**config.mk**
```make
export PLATFORM = sky130hd
export DESIGN_NAME = kronos_data_bus
export DESIGN_NICKNAME = d
export VERILOG_FILES = /design/src/rtl/kronos_data_bus.sv
export SDC_FILE = /design/constraint.sdc
export NUM_CORES = 1
export LEC_CHECK = 0
export BUFFER_PORTS_ARGS = -buffer_cell sky130_fd_sc_hd__buf_2
export CORE_ASPECT_RATIO = 1.75
export CORE_MARGIN = 1.5
export CORE_UTILIZATION = 32
export CTS_BUF_LIST = sky130_fd_sc_hd__clkbuf_4
export DETAILED_ROUTE_END_ITERATION = 10
export GPL_ROUTABILITY_DRIVEN = 0
export GPL_TIMING_DRIVEN = 0
export PLACE_DENSITY = 0.63
export SYNTH_ARGS = -nofsm -noshare
export SYNTH_HDL_FRONTEND = slang
export SYNTH_SLANG_ARGS = --single-unit
```
**constraint.sdc**
```tcl
create_clock -name clk -period 2.75 [get_ports clk]
set_clock_uncertainty 0.15 [all_clocks]
set_input_delay 0.275 -clock clk [delete_from_list [all_inputs] [get_ports clk]]
set_output_delay 0.275 -clock clk [all_outputs]
set_load 0.02 [all_outputs]
```
**src/rtl/kronos_data_bus.sv**
```systemverilog
// kronos_data_bus: data-port interconnect between the kronos core and a set of
// memory-mapped slaves. One transaction in flight, lowest-index address decode,
// per-access timeout, and bus-error reporting (error address + saturating count).
module kronos_data_bus #(
    parameter int                         NUM_SLAVES = 4,
    parameter logic [NUM_SLAVES*32-1:0]   SLAVE_BASE = {NUM_SLAVES{32'h0}},
    parameter logic [NUM_SLAVES*32-1:0]   SLAVE_MASK = {NUM_SLAVES{32'hFFFFF000}},
    parameter int                         TIMEOUT    = 255,
    parameter logic [31:0]                ERR_DATA   = 32'hDEADBEEF
) (
    input  logic                      clk,
    input  logic                      rstz,
    input  logic [31:0]               data_addr,
    input  logic [31:0]               data_wr_data,
    input  logic [3:0]                data_mask,
    input  logic                      data_wr_en,
    input  logic                      data_req,
    output logic                      data_ack,
    output logic [31:0]               data_rd_data,
    output logic [31:0]               s_addr,
    output logic [31:0]               s_wr_data,
    output logic [3:0]                s_mask,
    output logic                      s_wr_en,
    output logic [NUM_SLAVES-1:0]     s_req,
    input  logic [NUM_SLAVES-1:0]     s_ack,
    input  logic [NUM_SLAVES*32-1:0]  s_rd_data,
    output logic                      bus_err,
    output logic [31:0]               err_addr,
    output logic [7:0]                err_count
);

    // Timeout counter only needs to reach TIMEOUT-1 before the abort fires.
    localparam int TW = (TIMEOUT > 0) ? $clog2(TIMEOUT + 1) : 1;
    localparam logic [TW-1:0] TMO_LAST = TW'((TIMEOUT > 0) ? TIMEOUT - 1 : 0);

    typedef enum logic [1:0] {IDLE, ACCESS, RESP} state_e;

    state_e                  state_q, state_d;
    logic [31:0]             s_addr_q, s_addr_d;
    logic [31:0]             s_wr_data_q, s_wr_data_d;
    logic [3:0]              s_mask_q, s_mask_d;
    logic                    s_wr_en_q, s_wr_en_d;
    logic [NUM_SLAVES-1:0]   s_req_q, s_req_d;
    logic [TW-1:0]           tmo_q, tmo_d;
    logic                    ack_q, ack_d;
    logic [31:0]             rd_q, rd_d;
    logic                    berr_q, berr_d;
    logic [31:0]             err_addr_q, err_addr_d;
    logic [7:0]              err_cnt_q, err_cnt_d;

    logic                    hit;
    logic [NUM_SLAVES-1:0]   hit_oh;
    logic                    ack_sel;
    logic [31:0]             ack_data;

    // Address decode: walk from the top so the lowest matching index wins.
    always_comb begin
        hit    = 1'b0;
        hit_oh = '0;
        for (int i = NUM_SLAVES - 1; i >= 0; i--) begin
            if ((data_addr & SLAVE_MASK[i*32 +: 32]) == SLAVE_BASE[i*32 +: 32]) begin
                hit       = 1'b1;
                hit_oh    = '0;
                hit_oh[i] = 1'b1;
            end
        end
    end

    // Only the selected slave's ack and read data are observed.
    always_comb begin
        ack_sel  = |(s_ack & s_req_q);
        ack_data = '0;
        for (int i = 0; i < NUM_SLAVES; i++) begin
            if (s_req_q[i]) ack_data = s_rd_data[i*32 +: 32];
        end
    end

    // Next-state and registered-output logic; response outputs are loaded on the
    // transition into RESP so they appear during the RESP cycle.
    always_comb begin
        state_d     = state_q;
        s_addr_d    = s_addr_q;
        s_wr_data_d = s_wr_data_q;
        s_mask_d    = s_mask_q;
        s_wr_en_d   = s_wr_en_q;
        s_req_d     = s_req_q;
        tmo_d       = tmo_q;
        ack_d       = 1'b0;
        berr_d      = 1'b0;
        rd_d        = rd_q;
        err_addr_d  = err_addr_q;
        err_cnt_d   = err_cnt_q;
        case (state_q)
            IDLE: begin
                if (data_req) begin
                    s_addr_d    = data_addr;
                    s_wr_data_d = data_wr_data;
                    s_mask_d    = data_mask;
                    s_wr_en_d   = data_wr_en;
                    tmo_d       = '0;
                    if (hit) begin
                        s_req_d = hit_oh;
                        state_d = ACCESS;
                    end else begin
                        // Decode miss: nobody sees the access, answer with an error.
                        ack_d      = 1'b1;
                        berr_d     = 1'b1;
                        rd_d       = ERR_DATA;
                        err_addr_d = data_addr;
                        if (err_cnt_q != 8'hFF) err_cnt_d = err_cnt_q + 8'd1;
                        state_d    = RESP;
                    end
                end
            end
            ACCESS: begin
                if (ack_sel) begin
                    // A slave ack beats a simultaneous timeout.
                    s_req_d = '0;
                    ack_d   = 1'b1;
                    rd_d    = ack_data;
                    state_d = RESP;
                end else if ((TIMEOUT != 0) && (tmo_q == TMO_LAST)) begin
                    s_req_d    = '0;
                    ack_d      = 1'b1;
                    berr_d     = 1'b1;
                    rd_d       = ERR_DATA;
                    err_addr_d = s_addr_q;
                    if (err_cnt_q != 8'hFF) err_cnt_d = err_cnt_q + 8'd1;
                    state_d    = RESP;
                end else begin
                    tmo_d = tmo_q + TW'(1);
                end
            end
            RESP: begin
                state_d = IDLE;
            end
            default: begin
                state_d = IDLE;
                s_req_d = '0;
            end
        endcase
    end

    // State and output registers, all cleared by the asynchronous reset.
    always_ff @(posedge clk or negedge rstz) begin
        if (!rstz) begin
            state_q     <= IDLE;
            s_addr_q    <= '0;
            s_wr_data_q <= '0;
            s_mask_q    <= '0;
            s_wr_en_q   <= 1'b0;
            s_req_q     <= '0;
            tmo_q       <= '0;
            ack_q       <= 1'b0;
            berr_q      <= 1'b0;
            rd_q        <= '0;
            err_addr_q  <= '0;
            err_cnt_q   <= '0;
        end else begin
            state_q     <= state_d;
            s_addr_q    <= s_addr_d;
            s_wr_data_q <= s_wr_data_d;
            s_mask_q    <= s_mask_d;
            s_wr_en_q   <= s_wr_en_d;
            s_req_q     <= s_req_d;
            tmo_q       <= tmo_d;
            ack_q       <= ack_d;
            berr_q      <= berr_d;
            rd_q        <= rd_d;
            err_addr_q  <= err_addr_d;
            err_cnt_q   <= err_cnt_d;
        end
    end

    assign data_ack     = ack_q;
    assign data_rd_data = rd_q;
    assign s_addr       = s_addr_q;
    assign s_wr_data    = s_wr_data_q;
    assign s_mask       = s_mask_q;
    assign s_wr_en      = s_wr_en_q;
    assign s_req        = s_req_q;
    assign bus_err      = berr_q;
    assign err_addr     = err_addr_q;
    assign err_count    = err_cnt_q;

endmodule

```
# Yosys cells after proc, flatten, opt, wreduce, memory -nomap -nowiden
# Index checks and enable logic that the tools add are counted.
word_totals:
  regBits: 157
  latchBits: 0
  mem_bits_rw: 0
  rom_bits: 0
  inputBits: 204
  wordCells: 80
  mem_count: 0
op_classes:
  n_addsub: 2
  n_mul: 0
  div: 0
  n_lt_le_gt_ge: 0
  eq_ne: 11
  n_shift: 0
  muxes: 43
  bitwise_logic: 2
  n_reduce_logical: 10
ops:
  columns: ["cell", "n"]
  rows:
  - ["two-way mux 32 bit", 12]
  - ["one-hot mux 32 bit (2 select lines)", 2]
  - ["two-way mux 8 bit", 8]
  - ["logical NOT 32 bit", 1]
  - ["one-hot mux 8 bit (2 select lines)", 2]
  - ["adder 8 x 1 -> 8 bit, second input constant", 2]
  - ["two-way mux 4 bit", 4]
  - ["!= test 2 bit, second input constant", 6]
  - ["one-hot mux 4 bit (3 select lines)", 1]
  - ["AND reduction 4 bit", 3]
  - ["== test 8 bit, second input constant", 1]
  - ["two-way mux 2 bit", 4]
  - ["!= test 8 bit, second input constant", 1]
  - ["two-way mux 1 bit", 7]
  - ["AND reduction 5 bit", 1]
  - ["bitwise AND 4 bit", 1]
  - ["one-hot mux 1 bit (2 select lines)", 2]
  - ["one-hot mux 2 bit (2 select lines)", 1]
  - ["AND reduction 2 bit", 2]
  - ["OR reduction 4 bit", 1]
  - ["!= test 3 bit, second input constant", 1]
  - ["== test 2 x 1 -> 1 bit, second input constant", 1]
  - ["== test 2 bit, second input constant", 1]
  - ["logical NOT 2 bit", 1]
  - ["2 further kinds", 2]

# Longest topological paths before layout
logic_depth:
  depth_word: 6
  ltp_mapped: 8

# Worst setup path after synthesis
# No wires, ideal clock.
synth_path:
  path_type: "reg2reg"
  startpoint: "register state_q[0]"
  endpoint: "register err_addr_q[10] (netlist: err_addr[10])"
  t_arrival_ns: 1.917
  t_required_ns: 2.475
  path_slack_ns: 0.558
  stages_incl_launch_ff: 8
  path_buffers: 2
  period_less_slack_ns: 2.192
  cell_sequence: "dfrtp_1 > nor2b_1 > buf_2 > nand3_1 > nand3b_1 > nor2_1 > buf_2 > mux2_2"
synth_via:
  elab_chain_len: 3
  word_cells_on_any_way: 9
  classes_between: "eq/ne: 5; mux: 1; reduce/logical: 3"
synth_lines:
  columns: ["item", "line", "rtl"]
  rows:
  - ["from (decl)", "38", "state_e state_q, state_d;"]
  - ["from (signal assigned)", "160", "state_q <= state_d;"]
  - ["== test 2 x 1 -> 1 bit or logical NOT 2 bit (tied branches)", "93", "case (state_q)"]
  - ["!= test 2 bit (no source line) or nonzero test 2 bit (tied branches)", null, null]
  - ["AND reduction 5 bit (no source line)", null, null]
  - ["to (signal assigned)", "170", "err_addr_q <= err_addr_d;"]
  - ["to (decl)", "48", "logic [31:0] err_addr_q, err_addr_d;"]
# Several ways; a longest one is shown, not always the timed one.
# A chain may end at the register's enable or synchronous reset.

# Worst setup path in the final report
layout_path:
  startpoint: "input data_addr[12]"
  endpoint: "register rd_q[30] (netlist: data_rd_data[30])"
layout_via:
  elab_chain_len: 4
layout_lines:
  columns: ["item", "line", "rtl"]
  rows:
  - ["from (decl)", "13", "input logic [31:0] data_addr,"]
  - ["logical NOT 32 bit", "61", "if ((data_addr & SLAVE_MASK[i*32 +: 32]) == SLAVE_BASE[i*32 +: 32]) begin"]
  - ["two-way mux 1 bit", "61", null]
  - ["!= test 2 bit (no source line)", null, null]
  - ["AND reduction 4 bit (no source line)", null, null]
  - ["to (signal assigned)", "169", "rd_q <= rd_d;"]
  - ["to (decl)", "46", "logic [31:0] rd_q, rd_d;"]
# Every way passes these cells.

==> impl_metrics.env <==
export IMPL_critPathLaunch="data_addr[12]"
export IMPL_r2r_end="err_addr[23]$_DFFE_PN0P_"
export IMPL_critical_path_required_ns=3.07
export IMPL_grt_pass1_vias=5784
export IMPL_finalWirelength_mm=18.8
export IMPL_drc=0
export IMPL_grt_max_degree=79
export IMPL_grtUsageMet1=0.208
export IMPL_cts_root_buf="clkbuf_4"
export IMPL_r2r_start="state_q[0]$_DFFE_PN0P_"
export IMPL_grtUsageTotal=0.187
export IMPL_hpwl_mm=12.9
export IMPL_num_rows=68
export IMPL_first_pass_iters=5
export IMPL_reg2reg_slack_ns=0.28
export IMPL_path_class="in2reg"
export IMPL_setup_viol=0
export IMPL_fp_dieH_um=189
export IMPL_clock_path_buffers=2
export IMPL_crit_path_end="data_rd_data[30]$_DFFE_PN0P_"
export IMPL_cp_end_kind="register"
export IMPL_synth_top_area_cell="dfrtp_1"
export IMPL_met3_usage=0.0458
export IMPL_vdd_drop_max_mv=0.460
export IMPL_drt_iter0_drc=215
export IMPL_num_nets_final=1155
export IMPL_htree_num_levels=4
export IMPL_antenna_found_initial=1
export IMPL_leakagePower_nw=4.59
export IMPL_postSynthCellCount=574
export IMPL_tritoncts="built"
export IMPL_status="completed"
export IMPL_ys_seq_elements=154
export IMPL_yosysSeqAreaShare=0.606
export IMPL_pin_count=351
export IMPL_clk_latency_ns=0.58
export IMPL_postCtsSetupRepairBufs=0
export IMPL_drv_cap=0
export IMPL_yosysWarnings=0
export IMPL_ff2ff_path_depth=5
export IMPL_power_density_mw_per_mm2=591
export IMPL_fin_crit_sh=0.941
export IMPL_core_mm2=0.0196
export IMPL_wl_per_cell_um=15.5
export IMPL_drv_slew=0
export IMPL_worst_slew_pin_slew_ns=0.715
export IMPL_async_flop_share=1.00
export IMPL_grt_busiest_layer="met2"
export IMPL_grt_overflow=0
export IMPL_fin_tns_setup_ns=0
export IMPL_clock_sinks=154
export IMPL_ant_nets=0
export IMPL_startpoint_type="input pin"
export IMPL_synth_area_leaders="dfrtp_1 (61%), nand2_1 (13%), mux2_2 (12%), o22a_1 (3.3%), a22o_1 (1.1%)"
export IMPL_numCtsBuffers=17
export IMPL_vias=5582
export IMPL_die_x_um=110
export IMPL_grt_pass1_wl_mm=29.4
export IMPL_use_met2=0.327
export IMPL_max_freq_ghz=0.387
export IMPL_start_util=0.325
export IMPL_area_delta_synth_final_pct=46.7
export IMPL_post_place_ws_ns=-0.232
export IMPL_worstPathMaxFanout=10
export IMPL_synth_area_per_cell_um2=11.1
export IMPL_synth_top_area_share=0.606
export IMPL_synth_most_common_cell="nand2_1"
export IMPL_hp_class="in2async"
export IMPL_synth_edf_count=0
export IMPL_ys_flop_type="dfrtp_1"
export IMPL_yosys_top_cells_count="nand2_1 (214), dfrtp_1 (154), mux2_2 (66)"
export IMPL_rsz0062_at_grt="no"
export IMPL_avgViaCountPerCell=4.62
export IMPL_maxSlewHeadroom=0.523
export IMPL_clk_pin_slew_ns=0.13
export IMPL_hold_viol=0
export IMPL_layout_drive_gt1_share=0.375
export IMPL_min_period_ns=2.59
export IMPL_crit_arrival_ns=2.90
export IMPL_fin_ws_ns=0.163
export IMPL_port_buffer_count=248
export IMPL_synthDistinctLibCells=40
export IMPL_die_area_mm2=0.0207
export IMPL_syn_area_mm2=0.00635
## registers in the layout (all words and copies together), names as in the netlist
signal	cells
s_mask	4
s_req	1
s_wr_data	32
state_q	2
s_addr	32
err_addr	32
err_count	8
tmo_q	8
data_rd_data	32
bus_err	1
s_wr_en	1
data_ack	1
## layout make-up
class                      instances  area (µm²)
tap                              245         307
fill                            1840       10200
sequential                       154        3850
multi-input combinational        387        2360
clock inverter                    14         176
buffer                            31         151
inverter                           4        17.5
timing repair buffer             353        2320
antenna                            1        2.50
clock buffer                      18         135
## how the worst min path moves through the flow
stage	endpoint	slack [ns]
floorplan	bus_err$_DFF_PN0_	-0.17
finish	err_addr[8]$_DFFE_PN0P_	0.07
global route	err_addr[9]$_DFFE_PN0P_	0.08
global placement	s_wr_data[30]$_DFFE_PN0P_	0.30
CTS	tmo_q[4]$_DFFE_PN0P_	0.05
detailed placement	err_addr[9]$_DFFE_PN0P_	0.15
## stage by stage
| stage | utilization | power [W] | area (µm²) | instances | hold slack [ns] |
|---|---|---|---|---|---|
| 2_1_floorplan | - | 0.00336 | 6360 | 576 | -0.171 |
| 3_3_place_gp | 0.404 | 0.00385 | 7910 | 1069 | 0.303 |
| 3_5_place_dp | 0.406 | 0.00388 | 7950 | 1070 | 0.152 |
| 4_1_cts | 0.475 | 0.00559 | 9300 | 1205 | 0.0509 |
| 5_1_grt | 0.476 | 0.00582 | 9320 | 1207 | 0.0800 |
| 6_report | 0.476 | 0.00551 | 9320 | 1207 | 0.0680 |
## logic make-up (layout without fill, tap and decap cells)
group / Yosys count / count (layout) / synth area share
and+or+nand+nor: 262 / 262 / 0.172
adders and majority gates: 3 / 3 / 0.00591
AOI/OAI and AO/OA: 43 / 43 / 0.0581
other: 1 / 4 / 0.000590
xor gates and xnor gates: 10 / 10 / 0.0138
DFF: 154 / 154 / 0.606
buffers and inverters: 35 / 420 / 0.0262
muxes: 66 / 66 / 0.117
## power by group
group | switching (W) | internal (W) | leakage [nW]
registers | 0.000168 | 0.00251 | 1.82
clock network | 0.000844 | 0.000720 | 0.160
logic | 0.000752 | 0.000519 | 2.61
## layer usage
metal  vias up  wire length, µm
li1       2677                -
met1      2697             7230
met2       173            10000
met3        35              904
met4         0              624
met5         -                0
## placed cells by master (no fill, tap or decap), drive strengths merged, types with 3 or more instances in the layout
cell type	synthesis	final
xor2	8	8
dlygate4sd3	0	104
buf	14	262
ha	3	3
nand2	214	214
nor3	5	5
dfrtp	154	154
mux2	66	66
nor4	8	8
o21ai	5	5
bufinv	0	4
nand3	9	9
nand4	5	5
nor2	8	8
clkinv	0	6
clkbuf	17	36
inv	4	6
conb	1	3
a22o	8	8
o22a	24	24
## worst max-delay path, stage by stage
cell and delay, ns:
dlygate4sd3_1 0.53, buf_2 0.14, nor4_1 0.39, nand3_1 0.23
or2_4 0.31, a221oi_4 0.55, inv_4 0.12, buf_6 0.17
o22a_1 0.18
## timing repair
item,CTS,global route
endpoints found under the setup margin,29,39
hold buffers,103,1
resized for setup,2,3
pin swaps,0,0
hold endpoints to repair,218,4
No activity file was read; power rests on OpenSTA's default activity.
